**src/rtl/link_pkg.sv**
```systemverilog
// link_pkg: lane levels, serializer state encoding and frame sizing shared by link transmitters/receivers.
package link_pkg;

    localparam logic LANE_IDLE  = 1'b0;
    localparam logic LANE_START = 1'b1;

    typedef enum logic [2:0] {S_IDLE, S_START, S_DATA, S_PARITY, S_GAP} state_t;

    function automatic int nbits(input int length, input int lines);
        return (length + lines - 1) / lines;
    endfunction

endpackage

```
**src/rtl/lane_serializer.sv**
```systemverilog
// lane_serializer: sends LENGTH-bit words over LINES lanes as START, data, optional parity and gap cycles,
// with a one-word holding buffer so the next frame can follow without idle time.
module lane_serializer
    import link_pkg::*;
#(
    parameter int LENGTH  = 128,
    parameter int LINES   = 3,
    parameter int PARITY  = 1,
    parameter int MIN_GAP = 1,
    parameter int CNT_W   = 16
) (
    input  logic              clk,
    input  logic              rst_n,
    input  logic              valid,
    output logic              ready,
    input  logic [LENGTH-1:0] data_in,
    output logic [LINES-1:0]  d,
    output logic              busy,
    output logic [CNT_W-1:0]  frame_count
);

    localparam int NBITS = nbits(LENGTH, LINES);
    localparam int PW    = LINES * NBITS;
    localparam int BW    = $clog2(NBITS + 1);
    localparam int GW    = MIN_GAP > 0 ? $clog2(MIN_GAP + 1) : 1;
    localparam int GL    = MIN_GAP > 0 ? MIN_GAP - 1 : 0;

    state_t            state, state_nx;
    logic              hold_full, hold_full_nx;
    logic [LENGTH-1:0] hold;
    logic [PW-1:0]     sh;
    logic [LINES-1:0]  par, d_nx;
    logic [BW-1:0]     bit_cnt;
    logic [GW-1:0]     gap_cnt;
    logic              accept, take, last_bit, last_gap, body_end, frame_done;

    assign accept       = valid && ready;
    assign last_bit     = bit_cnt == BW'(NBITS - 1);
    assign last_gap     = gap_cnt == GW'(GL);
    assign busy         = state != S_IDLE;
    assign hold_full_nx = accept || (hold_full && !take);

    // A frame ends on its last gap cycle, or on its last parity/data cycle when there is no gap.
    always_comb begin
        body_end   = (state == S_DATA && last_bit && PARITY == 0) || state == S_PARITY;
        frame_done = (body_end && MIN_GAP == 0) || (state == S_GAP && last_gap);
        take       = hold_full && (state == S_IDLE || frame_done);
        d_nx       = state == S_START  ? {LINES{LANE_START}} :
                     state == S_DATA   ? sh[PW-1 -: LINES] :
                     state == S_PARITY ? par : {LINES{LANE_IDLE}};
        state_nx   = state;
        if (state == S_START) state_nx = S_DATA;
        if (state == S_DATA && last_bit) state_nx = PARITY != 0 ? S_PARITY : S_GAP;
        if (body_end) state_nx = MIN_GAP > 0 ? S_GAP : S_IDLE;
        if (frame_done) state_nx = S_IDLE;
        if (take) state_nx = S_START;
    end

    always_ff @(posedge clk or negedge rst_n)
        if (!rst_n) state <= S_IDLE;
        else        state <= state_nx;

    always_ff @(posedge clk or negedge rst_n) begin
        if (!rst_n) begin
            hold_full   <= 1'b0;
            ready       <= 1'b0;
            hold        <= '0;
            sh          <= '0;
            par         <= '0;
            d           <= '0;
            bit_cnt     <= '0;
            gap_cnt     <= '0;
            frame_count <= '0;
        end else begin
            hold_full <= hold_full_nx;
            ready     <= !hold_full_nx;
            d         <= d_nx;
            bit_cnt   <= state == S_DATA ? bit_cnt + 1'b1 : '0;
            gap_cnt   <= state == S_GAP ? gap_cnt + 1'b1 : '0;
            if (accept) hold <= data_in;
            if (take) begin
                sh  <= PW'(hold);
                par <= '0;
            end else if (state == S_DATA) begin
                sh  <= sh << LINES;
                par <= par ^ sh[PW-1 -: LINES];
            end
            if (frame_done) frame_count <= frame_count + 1'b1;
        end
    end

endmodule

```
**config.mk**
```make
export PLATFORM = sky130hd
export DESIGN_NAME = lane_serializer
export DESIGN_NICKNAME = d
export VERILOG_FILES = /design/src/rtl/link_pkg.sv /design/src/rtl/lane_serializer.sv
export SDC_FILE = /design/constraint.sdc
export NUM_CORES = 1
export LEC_CHECK = 0
export ABC_AREA = 0
export BUFFER_PORTS_ARGS = -buffer_cell sky130_fd_sc_hd__buf_2
export CORE_UTILIZATION = 54
export CTS_CLUSTER_DIAMETER = 60
export DETAILED_ROUTE_END_ITERATION = 8
export PLACE_DENSITY_LB_ADDON = 0.12
export SLEW_MARGIN = 30
export SYNTH_ARGS = -nofsm -noshare
export SYNTH_HDL_FRONTEND = slang
export SYNTH_SLANG_ARGS = --single-unit
export TNS_END_PERCENT = 20
```
**constraint.sdc**
```tcl
create_clock -name clk -period 2.3 [get_ports clk]
set_input_delay 0.46 -clock clk [delete_from_list [all_inputs] [get_ports clk]]
set_output_delay 0.46 -clock clk [all_outputs]
set_load 0.1 [all_outputs]
```
==> out/metrics.cfg <==
[outcome]
status=finished clean

[floorplan]
core_um2=21000
die_w_um=148
start_util_pct=55.0
fp.dieH_um=148
rows=53
design.die.area_um2=22000
boundaryPins=152

[critical_path]
critPathKind=flop to primary output
arrival_ns=1.74
ff2ff_setup_slack_ns=0.47
worstSetupEndpointType=primary output
worstPathRequired_ns=1.84
critPathLaunchType=flop
critPathMaxFanout=12
r2r_cells=6
r2r-end=sh[122]$_DFFE_PN0P_
worstReg2RegStart=state[2]$_DFFE_PN0P_

[clock_network]
htreeDepth=1
cts_setup_buffers=0
numCtsBuffers=30
clock_sinks=291
cts-root-buf=clkbuf_16
clockBufferDepth=3
worst_skew_pair.late_latency_ns=0.54
path_clk_slew_ns=0.06
cts_tree=built

[timing]
whs_ns=0.148
layout_worst_path_cycle_share_pct=95.5
setup_tns_ns=0
clock_skew_ns=0.00823
hold_viol=0
min_period_ns=2.20
drv_slew=0
fmax_mhz=455
setup_viol=0
tightest_slew_ns=0.607
rsz0062_at_grt=no
maxSlewHeadroom_pct=59.5

[synthesis]
synth_edf_count=0
synth_cell_types=33
seq_area_frac_synth_pct=62.9
synth_ff_type=dfrtp_1
ys_ff_latch=291
syn_inst=967
syn_nets=1101
async_flop_share_pct=100
syn_area_per_cell_um2=12.0
synth_area_um2=11600
yosysWarnings=0

[worst_hold_path]
min-delay-start=data_in[88]
min_path_cells=2
worstHoldPathType=input pin to flop
hold_end=hold[88]$_DFFE_PN0P_

[power_and_ir_drop]
ir_worst_vdd_uv=672
powerDensity_nw_per_um2=1090
leakage_nw=6.55

[final_layout]
layout-drive-gt1-share_pct=31.6
syn_to_final_growth_pct=19.0
fin_cells=1414
layout.nets=1251
num-fill-cells=1633
final_cell_mix=dfrtp_1, nand2_1, buf_2
layout_commonest_cell=dfrtp_1

[detailed_routing]
route.met3.wl_um=929
viasPerCell=5.40
drtIter0Drc=409
num_vias=7633
wl_met1_um=10800
wirelength_um=23000
wl_per_cell_um=16.3
dr.pass1.iters=5
ant_nets=0
wl_met2_um=10800
drcViolationCount=0
top_layer_used=met4

[grt]
antenna_found_initial=2
grt_usage_pct=21.8
overflow=0
grt_max_degree=78
grt_pass1_vias=7518
grt_pass1_wl_um=38800

[placed_design]
placedCellCount=1359
place_congestion=0.773
port_buffers=151
dp_hpwl_um=14400

[job]
drv_cap=0

==> where the power goes <==
part | internal [mW] | total (mW) | switching [mW]
Clock | 2.79 | 4.69 | 1.89
Combinational | 1.38 | 2.74 | 1.36
Sequential | 6.64 | 7.53 | 0.890
==> worst max-delay path by stage <==
stage,startpoint,end,slack (ns)
after floorplan,ready$_DFF_PN0_,hold[100]$_DFFE_PN0P_,0.25
after global routing,state[2]$_DFFE_PN0P_,busy,0.04
after CTS,state[0]$_DFFE_PN0P_,busy,0.0007
final,state[2]$_DFFE_PN0P_,busy,0.10
after detailed placement,state[0]$_DFFE_PN0P_,par[1]$_DFFE_PN0P_,0.48
after global placement,state[0]$_DFFE_PN0P_,par[1]$_DFFE_PN0P_,0.53
==> metal layers <==
metal / global-route usage (%) / vias up
met5: 0 / -
met4: 5.77 / 0
met3: 2.91 / 35
met2: 33.7 / 172
met1: 32.7 / 3796
li1: - / 3630
==> layout make-up <==
cell class	count	area, um2	area share [%]
diodes	2	5.00	0.0364
clock buffers	46	902	6.55
clock inverters	6	61.3	0.445
inverters	4	15.0	0.109
multi-input cells	611	4040	29.3
flip-flops and latches	291	7280	52.9
well taps	275	344	2.50
repair buffers	179	1120	8.13
==> stage by stage <==
step,area [um2],worst slack (ns),utilization (%),total power [mW]
after floorplan,11600,0.250,-,9.39
after global placement,12800,0.534,60.8,10.2
after detailed placement,12800,0.484,60.8,10.4
after CTS,13800,0.000670,65.4,15.1
after global routing,13800,0.0374,65.5,15.9
final,13800,0.103,65.5,15.0
==> cells in the mapped netlist, types with 7 or more instances <==
master	count	area, um2
dfrtp_1	291	7280
mux2_2	129	1450
a22oi_1	121	908
clkbuf_1	35	131
a21oi_1	7	35.0
nor2_1	13	48.8
nand2_1	269	1010
o21ai_0	12	60.1
xor2_1	8	70.1
nand3_1	11	55.1
buf_2	18	90.1
xnor2_1	15	131
==> kinds of logic (layout without fill, tap and decap cells) <==
family / count (synthesis) / in the layout / share of synthesized area, %
other cells: 0 / 2 / 0
fa+ha+maj: 3 / 3 / 0.324
xor+xnor: 23 / 23 / 1.74
compound gates: 141 / 141 / 8.74
buf+inv: 65 / 235 / 2.40
mux: 133 / 133 / 12.9
flops: 291 / 291 / 62.9
simple gates: 311 / 311 / 11.0
==> flip-flops by register name (all words and copies together) (netlist names) <==
signal       cells
bit_cnt          6
d                3
frame_count     16
gap_cnt          1
hold           128
hold_full        1
par              3
ready            1
sh             129
state            3
==> what timing repair did <==
item                                    CTS  global route
endpoints found under the hold margin    49             0
gates resized for setup                   0             2
endpoints found under the setup margin    0             1
hold buffers                              1             0
==> worst max-delay path: stages, from the launching register on <==
cell	delay [ns]
dfrtp_1	0.50
or3_1	0.39
clkbuf_4	0.30
(Power assumes the default switching activity.)
